[config.mk]
export PLATFORM = sky130hd
export DESIGN_NAME = hazard_unit
export DESIGN_NICKNAME = d
export VERILOG_FILES = /design/src/rtl/hazard_unit.sv
export SDC_FILE = /design/constraint.sdc
export NUM_CORES = 1
export LEC_CHECK = 0
export CAP_MARGIN = 20
export CORE_ASPECT_RATIO = 0.75
export CORE_MARGIN = 10
export CORE_UTILIZATION = 25
export CTS_CLUSTER_DIAMETER = 120
export DETAILED_ROUTE_END_ITERATION = 8
export HOLD_SLACK_MARGIN = 0.03
export MAX_ROUTING_LAYER = met4
export SLEW_MARGIN = 10
export SYNTH_ARGS = -nofsm -noshare
export SYNTH_HDL_FRONTEND = slang
export SYNTH_SLANG_ARGS = --single-unit
[constraint.sdc]
create_clock -name clk_i -period 5.9 [get_ports clk_i]
set_clock_uncertainty 0.15 [all_clocks]
set_input_delay 1.18 -clock clk_i [delete_from_list [all_inputs] [get_ports clk_i]]
set_output_delay 1.18 -clock clk_i [all_outputs]
set_load 0.005 [all_outputs]
[src/rtl/hazard_unit.sv]
// hazard_unit -- operand forwarding and load-use interlock for stage 3.
//
// Tracks the destination registers of the instructions in pipeline
// stages 4..7 (slots S4..S7) and, for each source operand of the
// instruction in stage 3, either forwards the newest in-flight value or
// requests a hold when that value does not exist yet (load still in
// flight).
//
// Ports:
//   clk_i                 clock, rising-edge
//   rst_i                 asynchronous active-high reset
//   stall_i               global freeze: tracking table and counter hold
//   id_valid_i            stage-3 instruction present
//   id_rs1_i, id_rs2_i    stage-3 source register indices
//   id_uses_rs1_i/_rs2_i  stage-3 instruction reads rs1 / rs2
//   id_writes_rd_i        stage-3 instruction writes id_rd_i
//   id_rd_i               stage-3 destination index
//   id_is_load_i          stage-3 instruction is a load
//   eval_i                ALU result of the instruction in S4
//   mem_rdata_i           load data of the instruction in S6
//   bypass_o              bit0 = rs1 forwarded, bit1 = rs2 forwarded
//   rs1/rs2_bypass_value_o forwarded operand values
//   hazard_stall_o        stage 3 must hold this cycle
//   hazard_count_o        saturating count of issued hazard stalls
module hazard_unit (
  input  logic        clk_i,
  input  logic        rst_i,
  input  logic        stall_i,
  input  logic        id_valid_i,
  input  logic [4:0]  id_rs1_i,
  input  logic [4:0]  id_rs2_i,
  input  logic        id_uses_rs1_i,
  input  logic        id_uses_rs2_i,
  input  logic        id_writes_rd_i,
  input  logic [4:0]  id_rd_i,
  input  logic        id_is_load_i,
  input  logic [31:0] eval_i,
  input  logic [31:0] mem_rdata_i,
  output logic [1:0]  bypass_o,
  output logic [31:0] rs1_bypass_value_o,
  output logic [31:0] rs2_bypass_value_o,
  output logic        hazard_stall_o,
  output logic [15:0] hazard_count_o
);

  // Slot index 0..3 corresponds to S4..S7 (index 0 is the youngest).
  localparam int NSLOT = 4;

  logic        valid_q [NSLOT];
  logic        valid_d [NSLOT];
  logic [4:0]  rd_q    [NSLOT];
  logic [4:0]  rd_d    [NSLOT];
  logic        load_q  [NSLOT];
  logic        load_d  [NSLOT];
  logic [31:0] value_q [NSLOT];
  logic [31:0] value_d [NSLOT];
  logic [15:0] count_q;
  logic [15:0] count_d;

  // Value each slot would forward right now, and whether it is final.
  logic [31:0] eff_value [NSLOT];
  logic        ready     [NSLOT];

  for (genvar gi = 0; gi < NSLOT; gi++) begin : g_slot
    if (gi == 0) begin : g_s4
      // S4 never stores its result; the registered ALU output is it.
      assign eff_value[gi] = eval_i;
      assign ready[gi]     = !load_q[gi];
    end else if (gi == 2) begin : g_s6
      // A load's data arrives from memory while it sits in S6.
      assign eff_value[gi] = load_q[gi] ? mem_rdata_i : value_q[gi];
      assign ready[gi]     = 1'b1;
    end else if (gi == 1) begin : g_s5
      assign eff_value[gi] = value_q[gi];
      assign ready[gi]     = !load_q[gi];
    end else begin : g_s7
      // S7 writes the register file this cycle but the write is not
      // visible to stage-3 reads, so it must still be forwarded.
      assign eff_value[gi] = value_q[gi];
      assign ready[gi]     = 1'b1;
    end
  end

  logic [4:0] src_rs  [2];
  logic       src_use [2];

  assign src_rs[0]  = id_rs1_i;
  assign src_rs[1]  = id_rs2_i;
  assign src_use[0] = id_uses_rs1_i;
  assign src_use[1] = id_uses_rs2_i;

  for (genvar gi = 0; gi < 2; gi++) begin : g_src
    logic [NSLOT-1:0] hit;
    logic             byp;
    logic             haz;
    logic [31:0]      val;

    for (genvar gs = 0; gs < NSLOT; gs++) begin : g_hit
      assign hit[gs] = id_valid_i && src_use[gi] && (src_rs[gi] != 5'd0) &&
                       valid_q[gs] && (rd_q[gs] == src_rs[gi]);
    end

    // Scan oldest to youngest so the youngest hit is the last writer.
    always_comb begin
      byp = 1'b0;
      haz = 1'b0;
      val = '0;
      for (int k = NSLOT - 1; k >= 0; k--) begin
        if (hit[k]) begin
          byp = ready[k];
          haz = !ready[k];
          val = ready[k] ? eff_value[k] : 32'd0;
        end
      end
    end
  end

  assign bypass_o           = {g_src[1].byp, g_src[0].byp};
  assign rs1_bypass_value_o = g_src[0].val;
  assign rs2_bypass_value_o = g_src[1].val;
  assign hazard_stall_o     = g_src[0].haz | g_src[1].haz;
  assign hazard_count_o     = count_q;

  always_comb begin
    for (int k = 0; k < NSLOT; k++) begin
      valid_d[k] = valid_q[k];
      rd_d[k]    = rd_q[k];
      load_d[k]  = load_q[k];
      value_d[k] = value_q[k];
    end
    count_d = count_q;

    if (!stall_i) begin
      // A held stage-3 instruction enters S4 as a bubble.
      valid_d[0] = id_valid_i && id_writes_rd_i && (id_rd_i != 5'd0) &&
                   !hazard_stall_o;
      rd_d[0]    = id_rd_i;
      load_d[0]  = id_is_load_i;
      value_d[0] = '0;

      valid_d[1] = valid_q[0];
      rd_d[1]    = rd_q[0];
      load_d[1]  = load_q[0];
      value_d[1] = eval_i;

      valid_d[2] = valid_q[1];
      rd_d[2]    = rd_q[1];
      load_d[2]  = load_q[1];
      value_d[2] = value_q[1];

      // Captures load data when the S6 entry is a load.
      valid_d[3] = valid_q[2];
      rd_d[3]    = rd_q[2];
      load_d[3]  = load_q[2];
      value_d[3] = eff_value[2];

      if (hazard_stall_o && (count_q != 16'hFFFF)) begin
        count_d = count_q + 16'd1;
      end
    end
  end

  always_ff @(posedge clk_i or posedge rst_i) begin
    if (rst_i) begin
      for (int k = 0; k < NSLOT; k++) begin
        valid_q[k] <= 1'b0;
        rd_q[k]    <= '0;
        load_q[k]  <= 1'b0;
        value_q[k] <= '0;
      end
      count_q <= '0;
    end else begin
      for (int k = 0; k < NSLOT; k++) begin
        valid_q[k] <= valid_d[k];
        rd_q[k]    <= rd_d[k];
        load_q[k]  <= load_d[k];
        value_q[k] <= value_d[k];
      end
      count_q <= count_d;
    end
  end

endmodule
; ---- Word level (Yosys, flattened, before mapping)
; Cells that the tools add are included.
[word_totals]
wordCells = 81
input_bits = 87
register_bits = 139
[op_classes]
n_reduce_logical = 31
muxes = 23
bitwise = 2
eq_ne = 9
n_addsub = 1
[op_table]
columns = op, n
row1 = $mux W32, 11
row2 = $eq A5 B5 Y1, 8
row3 = $logic_and A1 B1 Y1, 24
row4 = $add A16 B1 Y16 const B, 1
row5 = $ne A16 B16 Y1 const B, 1
row6 = $reduce_bool A5 Y1, 3
row7 = $mux W1, 12
row8 = $logic_not A1 Y1, 3
row9 = $reduce_and A2 Y1, 1
row10 = $not A1 Y1, 1
row11 = $or A1 B1 Y1, 1

; ---- Longest topological paths before layout
[logic_depth]
depth_word = 9
depth_mapped = 11

; ---- Least setup slack after synthesis
; No wires, ideal clock.
[synth_path]
kind = input -> output
from = input port id_rs2_i[2]
to = output port rs2_bypass_value_o[0]
arrival_time_ns = 2.942
stages = 11
slack_ns = 1.628
required_time_ns = 4.570
cell_sequence = buf_2 > or4_4 > o211ai_2 > or3_1 > buf_6 > and2_4 > buf_6 > buf_12 > o2bb2ai_2 > a221oi_2 > a21oi_2
[synth_via]
elab_chain_cells = 8
[synth_rtl]
columns = item, line_no
row1 = from (decl), 31  ; input logic [4:0] id_rs2_i,
row2 = $reduce_bool A5 Y1, 99  ; assign hit[gs] = id_valid_i && src_use[gi] && (src_rs[gi] != 5'd0) &&
row3 = $logic_and A1 B1 Y1 (2 in a row), 99
row4 = $logic_and A1 B1 Y1, 100  ; valid_q[gs] && (rd_q[gs] == src_rs[gi]);
row5 = $mux W32 (3 in a row), 109  ; if (hit[k]) begin
row6 = $mux W32 *, 109
row7 = to (decl), 41  ; output logic [31:0] rs2_bypass_value_o,
; Mark *: on every way between the ends. The rest lies on a longest branch, timed or not.

; ---- Worst setup path in the final report
[layout_path]
from = input port id_rs2_i[3]
to = output port rs2_bypass_value_o[18]
; Same word-level chain as after synthesis.

==> metrics.md <==
| Metric | Value |
|---|---|
| Initial antenna violation count | 1 |
| Max_cap viols | 0 |
| Die Wd | 237.5 um |
| CTS clock-pin slew for the worst setup and hold paths | 0.06 ns |
| RSZ-0062 raised after global routing | no |
| F_max | 0.1735 GHz |
| Sequential share of power | 44.0% |
| Mapped Cells | 763 |
| Post-synthesis sequential area ratio | 39.22% |
| YS warnings | 0 |
| EDFF count, synth | 0 |
| Combinational fraction of design power | 16.5% |
| Final nets | 986 |
| CP max FO | 25 |
| FP Rows | 59 |
| I/O Pins | 170 |
| P_sw | 817.1 uW |
| Startpoint types | primary input |
| Layout cells sized above 1 | 28.10% |
| Tmin final | 5.763 ns |
| Max VDD drop | 0.1427 mV |
| Worst Path Required | 4.57 ns |
| Yosys cell types | 48 |
| R2R Path Start | rd_q[10]$_DFFE_PP0N_ |
| Initial Util | 25.45% |
| RR Endpoint | hazard_count_o[1]$_DFFE_PP0P_ |
| P_int | 2020 uW |
| Vias per cell | 4.885 |
| Util after Layout | 33.29% |
| Post-placement cell count | 1336 |
| Slew headroom | 28.81% |
| Hold buffers post-CTS | 0 |
| Vias in the first global route | 7025 |
| Clock tree root driver cell | clkbuf_16 |
| Die Ht | 183.1 um |
| Clock net sink count | 139 |
| Status | completed |
| TNS Setup | 0 ns |
| Leak | 0.004492 uW |
| Setup Crit Path Kind | primary input to output port |
| Synth async-reset ratio | 100.0% |
| CTS tree | built |
| Inserted Clock Buffers | 17 |
| Synth-to-layout area growth | 30.78% |
| Pins Over Slew Limit | 0 |
| R2R depth | 7 |
| Avg Inst Size Synth | 11.62 sq um |
| Number of iterations in the first detailed-routing pass | 6 |
| Non-filler cells, final | 1369 |
| Commonest register cell after synthesis | dfrtp_1 |
| Via count | 6687 |
| Critical Path End Type | output port |
| Mapped cell area | 8869 sq um |
| Setup crit end | rs2_bypass_value_o[18] |
| Crit path DAT | 4.43 ns |
| Core Footprint | 34840 sq um |
| Fin crit share | 97.69% |
| Switching power share of the total | 28.80% |
| Placer Congestion | 0.8578 |
| Internal reg-to-reg setup slack | 2.95 ns |
| WL per Instance | 20.22 um |
| Register bit total from synthesis | 139 |
| DR iter-0 viols | 428 |
| HP Class | register to register |
| Grt total ovfl | 0 |
| Post_cts resized | 0 |
| Total die area | 43490 sq um |
| Clock power frac | 39.5% |
| Gr usage total | 13.13% |
| Syn Nets | 851 |
| DPL Wire Length | 19100 um |
| H-tree levels | 4 |
| Detailed Route WL | 27680 um |
| Setup crit start | id_rs2_i[3] |
| First-pass GRT wire length | 43130 um |
| Post-CTS Setup Inserts | 0 |
| Worst-margin pin slew | 1.065 ns |
| Post-DRT Antenna Nets | 0 |
| I/O Buffers | 169 |
| DRC | 0 |
| Largest net degree at the start of global routing | 77 |
| Power density over cell area | 244.6 nW/um^2 |
| Final hold vios | 0 |
| Fillers | 3539 |
| Setup violations, final | 0 |
| Clock Tree Buf Depth | 2 |
| Clock Latency Late Sink | 0.44 ns |
==> routing by layer <==
metal  up-vias  GRT usage (%)  part of all wire (%)
li1       3142              -                     -
met1      3342          18.39                    52
met2       178          18.29                    42
met3        25          3.430                   4.7
met4         0          3.326                   1.1
met5         -              -                     0
==> power by group through the flow <==
stage / registers (uW) / logic (uW) / clock network, uW
after global routing: 1270 / 519 / 1200
after detailed placement: 1260 / 474 / 0
after global placement: 1260 / 464 / 0
after floorplan: 1210 / 344 / 0
after CTS: 1250 / 475 / 1150
final: 1250 / 470 / 1120
==> worst max-delay path, cell delays in order <==
cell             delay, ns
clkdlybuf4s50_1       0.63
xor2_1                0.15
nor4_4                0.29
nand4b_4              0.15
nor2_4                0.82
buf_4                 0.38
a221oi_2              0.10
a21oi_2               0.13
clkdlybuf4s50_1       0.57
==> cell usage after synthesis (3+ instances only) <==
master	number	share of area, %
a221oi_1	33	3.3
nor2_1	6	0.25
clkbuf_1	36	1.5
o21ai_0	3	0.17
buf_4	4	0.34
o2bb2ai_2	30	5.1
a221oi_2	30	5.1
o211ai_2	3	0.42
buf_2	24	1.4
nand2_1	16	0.68
o2bb2ai_1	33	3.3
and3_1	4	0.28
a21oi_1	36	2.0
inv_1	35	1.5
buf_6	8	1.0
mux2i_1	66	7.4
nor4_1	3	0.21
dfrtp_1	139	39
nand2b_1	32	2.3
buf_12	3	0.68
xor2_1	17	1.7
a21oi_2	30	3.0
nand4_1	14	0.99
mux2_2	90	11
or3_1	3	0.21
xnor2_1	38	3.8
==> layout by cell type (no fill, tap or decap), drive strengths merged, types with 4 or more instances in the layout <==
cell / n
mux2: 90
a221oi: 63
mux2i: 66
and3: 4
nand4: 14
nand2b: 32
xnor2: 38
nor2: 6
clkinvlp: 6
clkdlybuf4s50: 168
nor4: 4
clkbuf: 18
clkinv: 4
buf: 25
o21ai: 5
inv: 36
a21oi: 66
o2bb2ai: 63
nand2: 16
xor2: 17
dfrtp: 139
==> per-stage QoR <==
step / hold WS (ns) / instance area (sq um) / worst slack [ns] / total power [uW]
3_3_place_gp: 0.3359 / 10990 / 0.1551 / 1723
5_1_grt: 0.3660 / 11600 / 0.006118 / 2987
3_5_place_dp: 0.3383 / 10990 / 0.1313 / 1735
4_1_cts: 0.3550 / 11600 / 0.1140 / 2874
6_report: 0.3530 / 11600 / 0.1365 / 2837
2_1_floorplan: 0.3287 / 8869 / 0.8455 / 1552
==> worst min path at each step <==
stage	start	to	slack (ns)	depth (start not counted)
2_1_floorplan	value_q[32]$_DFFE_PP0N_	value_q[32]$_DFFE_PP0N_	0.33	1
6_report	value_q[51]$_DFFE_PP0N_	value_q[51]$_DFFE_PP0N_	0.35	1
4_1_cts	value_q[38]$_DFFE_PP0N_	value_q[38]$_DFFE_PP0N_	0.35	1
3_5_place_dp	hazard_count_o[4]$_DFFE_PP0P_	hazard_count_o[4]$_DFFE_PP0P_	0.34	1
5_1_grt	value_q[57]$_DFFE_PP0N_	value_q[57]$_DFFE_PP0N_	0.37	1
3_3_place_gp	value_q[33]$_DFFE_PP0N_	value_q[33]$_DFFE_PP0N_	0.34	1
==> flip-flops by register name, summed over array words and instances (netlist names) <==
register,cells
eff_value,64
rd_q,20
valid_q,4
value_q,32
hazard_count_o,16
load_q,3
==> area by class of cell <==
class,count,area [sq um],area share [%]
multi-input cells,512,4837,41.70
flip-flops and latches,139,3480,30.00
repair buffers,193,1961,16.90
well taps,457,571.8,4.930
clock buffers,18,439.2,3.786
clock inverters,14,171.4,1.478
inverters,35,136.4,1.176
diodes,1,2.502,0.02158
==> kinds of logic after synthesis <==
logic type	share of synthesized area (%)
DFF	39.22
muxes	18.88
adders and majority gates	0.1411
buffers and inverters	6.476
and+or+nand+nor	6.913
xor gates and xnor gates	5.432
AOI/OAI and AO/OA	22.94
Power figures use the tool's default switching activity.
